File: src/rtl/mdu_ctrl_pkg.sv
// Shared types and funct3 encodings for the MDU sequencing controller.
package mdu_ctrl_pkg;

    typedef enum logic [1:0] {
        StIdle,
        StRun,
        StDone
    } mdu_state_e;

    localparam logic [2:0] F3_MUL    = 3'b000;
    localparam logic [2:0] F3_MULH   = 3'b001;
    localparam logic [2:0] F3_MULHSU = 3'b010;
    localparam logic [2:0] F3_MULHU  = 3'b011;
    localparam logic [2:0] F3_DIV    = 3'b100;
    localparam logic [2:0] F3_DIVU   = 3'b101;
    localparam logic [2:0] F3_REM    = 3'b110;
    localparam logic [2:0] F3_REMU   = 3'b111;

    function automatic logic is_div(input logic [2:0] funct3);
        return (funct3 == F3_DIV) || (funct3 == F3_DIVU) ||
               (funct3 == F3_REM) || (funct3 == F3_REMU);
    endfunction

endpackage

File: src/rtl/mdu_seq_ctrl_if.sv
// Pipeline-side handshake between the E stage and the MDU sequencing controller.
interface mdu_seq_ctrl_if;

    logic        MduReqE;
    logic [2:0]  MduOpE;
    logic        DivZeroE;
    logic        KillE;
    logic        MduStart;
    logic        MduAbort;
    logic        MduSelE;
    logic        MduStallF;
    logic        MduStallD;
    logic        MduStallE;
    logic        MduFlushM;
    logic        MduBusy;
    logic [31:0] MduStallCnt;

    modport master (
        output MduReqE, MduOpE, DivZeroE, KillE,
        input  MduStart, MduAbort, MduSelE, MduStallF, MduStallD, MduStallE,
               MduFlushM, MduBusy, MduStallCnt
    );

    modport slave (
        input  MduReqE, MduOpE, DivZeroE, KillE,
        output MduStart, MduAbort, MduSelE, MduStallF, MduStallD, MduStallE,
               MduFlushM, MduBusy, MduStallCnt
    );

endinterface

File: src/rtl/mdu_cycle_counter.sv
// Down-counter for the remaining RUN cycles; holds at zero instead of wrapping.
module mdu_cycle_counter #(
    parameter int unsigned CNT_W = 6
) (
    input  logic             clk,
    input  logic             rst,
    input  logic             load_i,
    input  logic [CNT_W-1:0] load_val_i,
    input  logic             dec_i,
    output logic             zero_o
);

    logic [CNT_W-1:0] cnt_q, cnt_d;

    always_comb begin
        cnt_d = cnt_q;
        if (load_i) begin
            cnt_d = load_val_i;
        end else if (dec_i && (cnt_q != '0)) begin
            cnt_d = cnt_q - CNT_W'(1);
        end
    end

    always_ff @(posedge clk or posedge rst) begin
        if (rst) begin
            cnt_q <= '0;
        end else begin
            cnt_q <= cnt_d;
        end
    end

    assign zero_o = (cnt_q == '0);

endmodule

File: src/rtl/mdu_seq_ctrl.sv
// Holds an M-extension op in Execute for its latency, then releases it into M.
module mdu_seq_ctrl
    import mdu_ctrl_pkg::*;
#(
    parameter int unsigned MUL_CYCLES = 3,
    parameter int unsigned DIV_CYCLES = 32,
    parameter int unsigned CNT_W =
        $clog2(((MUL_CYCLES > DIV_CYCLES) ? MUL_CYCLES : DIV_CYCLES) + 1)
) (
    input logic          clk,
    input logic          rst,
    mdu_seq_ctrl_if.slave bus
);

    // RUN covers L-1 cycles ending on count==0, so the counter is preloaded with L-2.
    localparam logic [CNT_W-1:0] MulLoad = CNT_W'(MUL_CYCLES - 2);
    localparam logic [CNT_W-1:0] DivLoad = CNT_W'(DIV_CYCLES - 2);

    mdu_state_e       state_q, state_d;
    logic             op_div, fast_path, one_cycle;
    logic [CNT_W-1:0] load_val;
    logic             cnt_load, cnt_dec, cnt_zero;
    logic             start, abort, sel, stall;
    logic [31:0]      stall_cnt_q, stall_cnt_d;

    always_comb begin
        op_div    = is_div(bus.MduOpE);
        fast_path = op_div && bus.DivZeroE;
        one_cycle = fast_path || (op_div ? (DIV_CYCLES == 1) : (MUL_CYCLES == 1));
        load_val  = op_div ? DivLoad : MulLoad;
    end

    always_comb begin
        state_d  = state_q;
        start    = 1'b0;
        abort    = 1'b0;
        sel      = 1'b0;
        stall    = 1'b0;
        cnt_load = 1'b0;
        cnt_dec  = 1'b0;
        unique case (state_q)
            StIdle: begin
                if (bus.MduReqE && !bus.KillE) begin
                    start = 1'b1;
                    stall = 1'b1;
                    if (one_cycle) begin
                        state_d = StDone;
                    end else begin
                        cnt_load = 1'b1;
                        state_d  = StRun;
                    end
                end
            end
            StRun: begin
                if (bus.KillE) begin
                    abort   = 1'b1;
                    state_d = StIdle;
                end else begin
                    stall = 1'b1;
                    if (cnt_zero) begin
                        state_d = StDone;
                    end else begin
                        cnt_dec = 1'b1;
                    end
                end
            end
            StDone: begin
                // A held MduReqE here is the same instruction leaving, never a new start.
                state_d = StIdle;
                if (bus.KillE) begin
                    abort = 1'b1;
                end else begin
                    sel = 1'b1;
                end
            end
            default: state_d = StIdle;
        endcase
    end

    always_ff @(posedge clk or posedge rst) begin
        if (rst) begin
            state_q     <= StIdle;
            stall_cnt_q <= '0;
        end else begin
            state_q     <= state_d;
            stall_cnt_q <= stall_cnt_d;
        end
    end

    mdu_cycle_counter #(
        .CNT_W(CNT_W)
    ) u_cycle_counter (
        .clk       (clk),
        .rst       (rst),
        .load_i    (cnt_load),
        .load_val_i(load_val),
        .dec_i     (cnt_dec),
        .zero_o    (cnt_zero)
    );

    always_comb begin
        stall_cnt_d = stall_cnt_q;
        if (bus.MduStallE && (stall_cnt_q != '1)) begin
            stall_cnt_d = stall_cnt_q + 32'd1;
        end
    end

    // Combinational outputs are masked so nothing leaks out while reset is held.
    assign bus.MduStart    = start && !rst;
    assign bus.MduAbort    = abort && !rst;
    assign bus.MduSelE     = sel && !rst;
    assign bus.MduStallF   = stall && !rst;
    assign bus.MduStallD   = stall && !rst;
    assign bus.MduStallE   = stall && !rst;
    assign bus.MduFlushM   = stall && !rst;
    assign bus.MduBusy     = (state_q != StIdle) && !rst;
    assign bus.MduStallCnt = stall_cnt_q;

endmodule

File: src/flat_wrapper.sv
// flat-port wrapper written by rule: the top's interface ports become plain ports
module mdu_seq_ctrl_flat import mdu_ctrl_pkg::*;
#(
    parameter int unsigned MUL_CYCLES = 3,
    parameter int unsigned DIV_CYCLES = 32,
    parameter int unsigned CNT_W =
        $clog2(((MUL_CYCLES > DIV_CYCLES) ? MUL_CYCLES : DIV_CYCLES) + 1)
)
  (clk, rst, bus_MduReqE, bus_MduOpE, bus_DivZeroE, bus_KillE, bus_MduStart, bus_MduAbort, bus_MduSelE, bus_MduStallF, bus_MduStallD, bus_MduStallE, bus_MduFlushM, bus_MduBusy, bus_MduStallCnt);
  mdu_seq_ctrl_if bus_i ();
  input logic clk;
  input logic rst;
  input wire logic [$bits(bus_i.MduReqE)-1:0] bus_MduReqE;
  input wire logic [$bits(bus_i.MduOpE)-1:0] bus_MduOpE;
  input wire logic [$bits(bus_i.DivZeroE)-1:0] bus_DivZeroE;
  input wire logic [$bits(bus_i.KillE)-1:0] bus_KillE;
  output wire logic [$bits(bus_i.MduStart)-1:0] bus_MduStart;
  output wire logic [$bits(bus_i.MduAbort)-1:0] bus_MduAbort;
  output wire logic [$bits(bus_i.MduSelE)-1:0] bus_MduSelE;
  output wire logic [$bits(bus_i.MduStallF)-1:0] bus_MduStallF;
  output wire logic [$bits(bus_i.MduStallD)-1:0] bus_MduStallD;
  output wire logic [$bits(bus_i.MduStallE)-1:0] bus_MduStallE;
  output wire logic [$bits(bus_i.MduFlushM)-1:0] bus_MduFlushM;
  output wire logic [$bits(bus_i.MduBusy)-1:0] bus_MduBusy;
  output wire logic [$bits(bus_i.MduStallCnt)-1:0] bus_MduStallCnt;
  assign bus_i.MduReqE = bus_MduReqE;
  assign bus_i.MduOpE = bus_MduOpE;
  assign bus_i.DivZeroE = bus_DivZeroE;
  assign bus_i.KillE = bus_KillE;
  assign bus_MduStart = bus_i.MduStart;
  assign bus_MduAbort = bus_i.MduAbort;
  assign bus_MduSelE = bus_i.MduSelE;
  assign bus_MduStallF = bus_i.MduStallF;
  assign bus_MduStallD = bus_i.MduStallD;
  assign bus_MduStallE = bus_i.MduStallE;
  assign bus_MduFlushM = bus_i.MduFlushM;
  assign bus_MduBusy = bus_i.MduBusy;
  assign bus_MduStallCnt = bus_i.MduStallCnt;
  mdu_seq_ctrl #(.MUL_CYCLES(MUL_CYCLES), .DIV_CYCLES(DIV_CYCLES), .CNT_W(CNT_W)) u_core (.clk(clk), .rst(rst), .bus(bus_i));
endmodule
File: config.mk
export PLATFORM = sky130hd
export DESIGN_NAME = mdu_seq_ctrl_flat
export DESIGN_NICKNAME = d
export VERILOG_FILES = /design/src/rtl/mdu_ctrl_pkg.sv /design/src/rtl/mdu_seq_ctrl_if.sv /design/src/rtl/mdu_cycle_counter.sv /design/src/rtl/mdu_seq_ctrl.sv /design/src/flat_wrapper.sv
export SDC_FILE = /design/constraint.sdc
export NUM_CORES = 1
export LEC_CHECK = 0
export CAP_MARGIN = 20
export CORE_UTILIZATION = 45
export CTS_CLUSTER_DIAMETER = 50
export DETAILED_ROUTE_END_ITERATION = 6
export GPL_ROUTABILITY_DRIVEN = 0
export PLACE_DENSITY = 0.81
export SYNTH_ARGS = -nofsm -noshare
export SYNTH_HDL_FRONTEND = slang
export SYNTH_SLANG_ARGS = --single-unit
File: constraint.sdc
create_clock -name clk -period 4.55 [get_ports clk]
set_input_delay 0.91 -clock clk [delete_from_list [all_inputs] [get_ports clk]]
set_output_delay 0.91 -clock clk [all_outputs]
set_load 0.01 [all_outputs]
# After elaboration in Yosys (flattened, before gate mapping)

Index checks and enable logic that the tools add are counted.

Register bits: 40
Input bits: 8
Output and inout bits: 40
Word-level logic and storage cells: 56

$add $sub $neg: 2
Equal/unequal tests: 9
Mux-type cells: 21
Reduce and logical (&&, ||, !) cells: 21

Operators by type and width:

| operator                                                            | number |
|---|---|
| 32-bit by 1-bit adder with 32-bit output (second input constant)    | 1 |
| 32-bit != test (second input constant)                              | 1 |
| 3-bit == test (second input constant)                               | 4 |
| 1-bit two-way mux                                                   | 12 |
| 6-bit two-way mux                                                   | 2 |
| 1-bit logical AND                                                   | 9 |
| 2-bit two-way mux                                                   | 4 |
| 6-bit logical NOT                                                   | 1 |
| 6-bit nonzero test                                                  | 1 |
| 6-bit by 1-bit subtractor with 6-bit output (second input constant) | 1 |
| 5-bit two-way mux                                                   | 1 |
| 2-bit one-hot mux with 2 select lines                               | 1 |
| 2-bit nonzero test                                                  | 2 |
| 1-bit logical OR                                                    | 3 |
| 3-bit by 2-bit != test with 1-bit output (second input constant)    | 1 |
| 2-bit by 1-bit == test with 1-bit output (second input constant)    | 1 |
| 2-bit == test (second input constant)                               | 1 |
| 1-bit logical NOT                                                   | 2 |
| 2-bit logical NOT                                                   | 1 |
| 2-bit by 1-bit != test with 1-bit output (second input constant)    | 1 |
| 1-bit one-hot mux with 2 select lines                               | 1 |
| 2-bit AND reduction                                                 | 1 |
| 2-bit OR reduction                                                  | 1 |

# Depth between registers and ports, before layout

Depth in word-level cells: 9
Gate-level depth with buffers: 8
Gate-level depth less buffers: 8

# Cells and area by module

Synthesis repeated with hierarchy kept, for this count alone.

Cells, all modules: 218
Area, all modules: 2194.6 um^2

By module, submodules not included:

| module            | times used | cells each | area an instance (um^2) | sequential area each (um^2) |
|---|---|---|---|---|
| mdu_seq_ctrl      | 1          | 169        | 1767.9                  | 850.8 |
| mdu_cycle_counter | 1          | 49         | 426.7                   | 150.1 |

# Least setup slack after synthesis

Ideal clock, no wire load.

Path kind: input port to output port
Start: input port rst
End: output port bus_MduAbort
Arrival: 2.098 ns
Required time: 3.640 ns
Slack: 1.542 ns
Stages on the path: 2
Path through: inv_1 and3_1

Word-level cells in the longest chain between the ends: 2

RTL lines:

| element                     | RTL line            | text |
|---|---|---|
| from (decl)                 | flat_wrapper.sv:12  | `input logic rst;` |
| 1-bit logical NOT (no line) | --                  |  |
| 1-bit logical AND           | mdu_seq_ctrl.sv:110 | `assign bus.MduAbort = abort && !rst;` |
| to (decl)                   | flat_wrapper.sv:18  | `output wire logic [$bits(bus_i.MduAbort)-1:0] bus_MduAbort;` |

No other way between the ends.

# Worst setup path after layout

Start: input port bus_MduReqE
End: output port bus_MduFlushM

Word-level cells in the longest chain between the ends: 4

RTL lines:

| element                               | RTL line            | text |
|---|---|---|
| from (decl)                           | flat_wrapper.sv:13  | `input wire logic [$bits(bus_i.MduReqE)-1:0] bus_MduReqE;` |
| 1-bit logical AND                     | mdu_seq_ctrl.sv:43  | `if (bus.MduReqE && !bus.KillE) begin` |
| 1-bit two-way mux                     | mdu_seq_ctrl.sv:43  |  |
| 1-bit one-hot mux with 2 select lines | mdu_seq_ctrl.sv:41  | `unique case (state_q)` |
| 1-bit logical AND                     | mdu_seq_ctrl.sv:115 | `assign bus.MduFlushM = stall && !rst;` |
| to (decl)                             | flat_wrapper.sv:23  | `output wire logic [$bits(bus_i.MduFlushM)-1:0] bus_MduFlushM;` |

No other way between the ends.

==> impl_metrics.sql <==
INSERT INTO impl_metrics (metric_group, metric, value, unit) VALUES
('layout', 'final_layout_size_suffix_gt1_share', '8.80', '%'),
('pwr', 'p_per_area', '386', 'nW/um2'),
('placement', 'place.port_buffers', '45', ''),
('routing', 'drt-pass1-iter-count', '4', ''),
('pwr', 'max-vdd-ir-drop', '0.000218', 'V'),
('routing', 'routed-wl-met2', '2000', 'um'),
('synthesis', 'synthMostInstantiatedCell', 'sky130_fd_sc_hd__dfrtp_1', ''),
('synthesis', 'synthCells', '202', ''),
('worst_setup_path', 'critical-path-max-stage-delay', '580', 'ps'),
('status', 'run_status', 'finished, final reports clean', ''),
('synthesis', 'post_synth_and_or_nand_nor_area_fraction', '24.9', '%'),
('synthesis', 'synth_enable_flop_cells', '0', ''),
('routing', 'total_routed_wirelength', '4150', 'um'),
('cts', 'postCtsHoldBufs', '0', ''),
('cts', 'root_buffer', 'sky130_fd_sc_hd__clkbuf_8', ''),
('cts', 'clk_transition_reported_paths', '70', 'ps'),
('routing', 'drt-wirelength-per-cell', '13.8', 'um'),
('cts', 'clock_path_buffers', '2', ''),
('global_route', 'grt_pass1_wl', '7050', 'um'),
('pwr', 'switching_share', '31.1', '%'),
('routing', 'drt.antenna.violating_nets', '0', ''),
('routing', 'wl_met3', '122', 'um'),
('synthesis', 'synth-xor-area-share', '15.0', '%'),
('layout', 'final_std_cells_w_o_fill', '302', ''),
('routing', 'vias', '1630', ''),
('cts', 'cts_post_setup_buffers_inserted', '0', ''),
('synthesis', 'total_nets_after_synthesis', '216', ''),
('synthesis', 'synth.ff_latch_count', '40', ''),
('layout', 'fin_nets', '263', ''),
('timing', 'timing.final.max_slew_violations', '0', ''),
('floorplanning', 'die_area', '4960', 'um2'),
('global_route', 'antenna_found_initial', '0', ''),
('synthesis', 'yosys_warnings', '0', ''),
('floorplanning', 'pin_count', '48', ''),
('placement', 'placement.cell_area', '2590', 'um2'),
('worst_setup_path', 'setup.worst_path.end_class', 'output port', ''),
('timing', 'post-route-period-util', '76.9', '%'),
('placement', 'dp_cells', '294', ''),
('routing', 'vias_per_cell', '5.40', ''),
('pwr', 'internal_power', '718', 'uW'),
('layout', 'antennaDiodeCount', '0', ''),
('worst_setup_path', 'timing.critical_path.slowest_stage_cell', 'sky130_fd_sc_hd__clkdlybuf4s50_1', ''),
('floorplanning', 'die-width', '70.4', 'um'),
('pwr', 'seq_power_share', '44.0', '%'),
('worst_setup_path', 'required_time_of_the_critical_path', '3640', 'ps'),
('synthesis', 'syn_area', '2110', 'um2'),
('pwr', 'power.net_switching', '324', 'uW'),
('job', 'count_of_max_cap_constraint_violations', '0', ''),
('synthesis', 'syn_area_per_cell', '10.4', 'um2'),
('global_route', 'grt_max_degree', '41', ''),
('cts', 'post_cts_resize_count', '0', ''),
('synthesis', 'asyncSetResetFlopFracSynth', '100', '%'),
('routing', 'drt_drc_violations_left', '0', ''),
('cts', 'cts.htree.levels', '2', ''),
('global_route', 'grt_overflow_total', '0', ''),
('worst_setup_path', 'worstSetupStartpointType', 'input pin', ''),
('cts', 'tritoncts', 'built', ''),
('timing', 'finalHoldViolCount', '0', ''),
('cts', 'clk_latency', '280', 'ps'),
('timing', 'max_clock_freq', '286', 'MHz'),
('worst_setup_path', 'chain_of_cells_forming_the_critical_path', 'clkdlybuf4s50_1 > a21oi_1 > or3_4 > inv_1 > clkdlybuf4s50_1', ''),
('synthesis', 'netlist_top_cells_area', 'sky130_fd_sc_hd__dfrtp_1 (47%), sky130_fd_sc_hd__xnor2_1 (8.3%), sky130_fd_sc_hd__xor2_1 (6.6%)', ''),
('cts', 'cts_inserted_buffers', '5', ''),
('synthesis', 'adder_cell_area_share_of_the_yosys_netlist', '3.56', '%'),
('routing', 'routedLengthMet1', '1970', 'um'),
('timing', 'finalSetupViolations', '0', ''),
('synthesis', 'synth_top_family_by_area', 'simple AND/OR/NAND/NOR gates', ''),
('timing', 'setup-tns-final', '0', 'ps'),
('routing', 'initialDrtViolationCount', '80', ''),
('floorplanning', 'row_count', '24', ''),
('hold_path', 'hold_path_class', 'flop to flop', '');
[power groups by stage]
stage / logic, mW / registers [mW] / clock network (mW)
after CTS: 0.308 / 0.458 / 0.286
final: 0.305 / 0.459 / 0.278
after detailed placement: 0.306 / 0.465 / 0
after global routing: 0.339 / 0.468 / 0.303
after global placement: 0.301 / 0.463 / 0
after floorplan: 0.195 / 0.464 / 0
[flip-flops by register name, indices dropped and copies added, names as in the netlist]
name / count
u_core.state_q: 2
u_core.bus.MduStallCnt: 32
u_core.u_cycle_counter.cnt_q: 6
[cell usage in the layout, fill, tap and decap left out, types with 2 or more instances in the layout]
cell / count
sky130_fd_sc_hd__nor2_1: 11
sky130_fd_sc_hd__dfrtp_1: 40
sky130_fd_sc_hd__nor3_1: 7
sky130_fd_sc_hd__and2_1: 3
sky130_fd_sc_hd__ha_1: 6
sky130_fd_sc_hd__clkdlybuf4s50_1: 45
sky130_fd_sc_hd__nand3_1: 18
sky130_fd_sc_hd__xnor2_1: 20
sky130_fd_sc_hd__nand2_1: 11
sky130_fd_sc_hd__and3_2: 4
sky130_fd_sc_hd__clkbuf_8: 5
sky130_fd_sc_hd__inv_1: 8
sky130_fd_sc_hd__a21o_1: 2
sky130_fd_sc_hd__xor2_1: 16
sky130_fd_sc_hd__nand4_1: 11
sky130_fd_sc_hd__mux2_2: 2
sky130_fd_sc_hd__nand2b_1: 2
sky130_fd_sc_hd__nor4_2: 2
sky130_fd_sc_hd__and3_1: 9
sky130_fd_sc_hd__and4_1: 2
sky130_fd_sc_hd__a21oi_1: 6
[final cells by class]
cell class | instances | area, um2
fill | 366 | 1710
multi-input combinational | 148 | 1040
sequential | 40 | 1000
timing repair buffer | 46 | 458
clock buffer | 6 | 72.6
tap | 52 | 65.1
clock inverter | 2 | 35.0
inverter | 8 | 30.0
[stage by stage]
| stage | utilization, % | power (mW) | setup WS (ps) | hold WS [ps] |
|---|---|---|---|---|
| finish | 61.2 | 1.04 | 1050 | 491 |
| global route | 61.2 | 1.11 | 979 | 523 |
| CTS | 61.2 | 1.05 | 1040 | 495 |
| detailed placement | 58.8 | 0.771 | 1050 | 481 |
| global placement | 58.8 | 0.764 | 1060 | 481 |
| floorplan | - | 0.659 | 1540 | 474 |
[path summary, 6_finish.rpt]
check | from | to | slack [ps] | cells past startpoint
min in group asynchronous | rst | u_core.bus.MduStallCnt[29]$_DFFE_PP0P_ | 1190 | 3
max in group asynchronous | rst | u_core.bus.MduStallCnt[14]$_DFFE_PP0P_ | 3010 | 3
setup / recovery | bus_MduReqE | bus_MduFlushM | 1050 | 5
setup reg to reg | u_core.state_q[1]$_DFFE_PP0P_ | u_core.bus.MduStallCnt[11]$_DFFE_PP0P_ | 2070 | 7
hold / removal | u_core.bus.MduStallCnt[10]$_DFFE_PP0P_ | u_core.bus.MduStallCnt[10]$_DFFE_PP0P_ | 490 | 1
hold reg to reg | u_core.bus.MduStallCnt[10]$_DFFE_PP0P_ | u_core.bus.MduStallCnt[10]$_DFFE_PP0P_ | 490 | 1
[critical path: cells and delay by family]
kind                   cells  cell delay, ps
buffers and inverters      3            1250
AOI/OAI and AO/OA          1              70
and+or+nand+nor            1             350
[cells by family (layout without fill, tap and decap cells)]
kind of cell | count (synthesis) | count (layout)
AND/OR/NAND/NOR | 89 | 89
AO/OA/AOI/OAI | 14 | 14
buffers and inverters | 14 | 62
flip-flops | 40 | 40
multiplexers | 3 | 3
XOR/XNOR | 36 | 36
adder cells (fa/ha/maj) | 6 | 6
[routing by layer]
layer / GRT usage (%) / vias up
met5: 0 / -
met4: 6.00 / 0
met3: 3.46 / 6
met2: 29.5 / 26
met1: 23.1 / 800
li1: - / 798
Note: power is estimated with default switching activity, not from simulation.
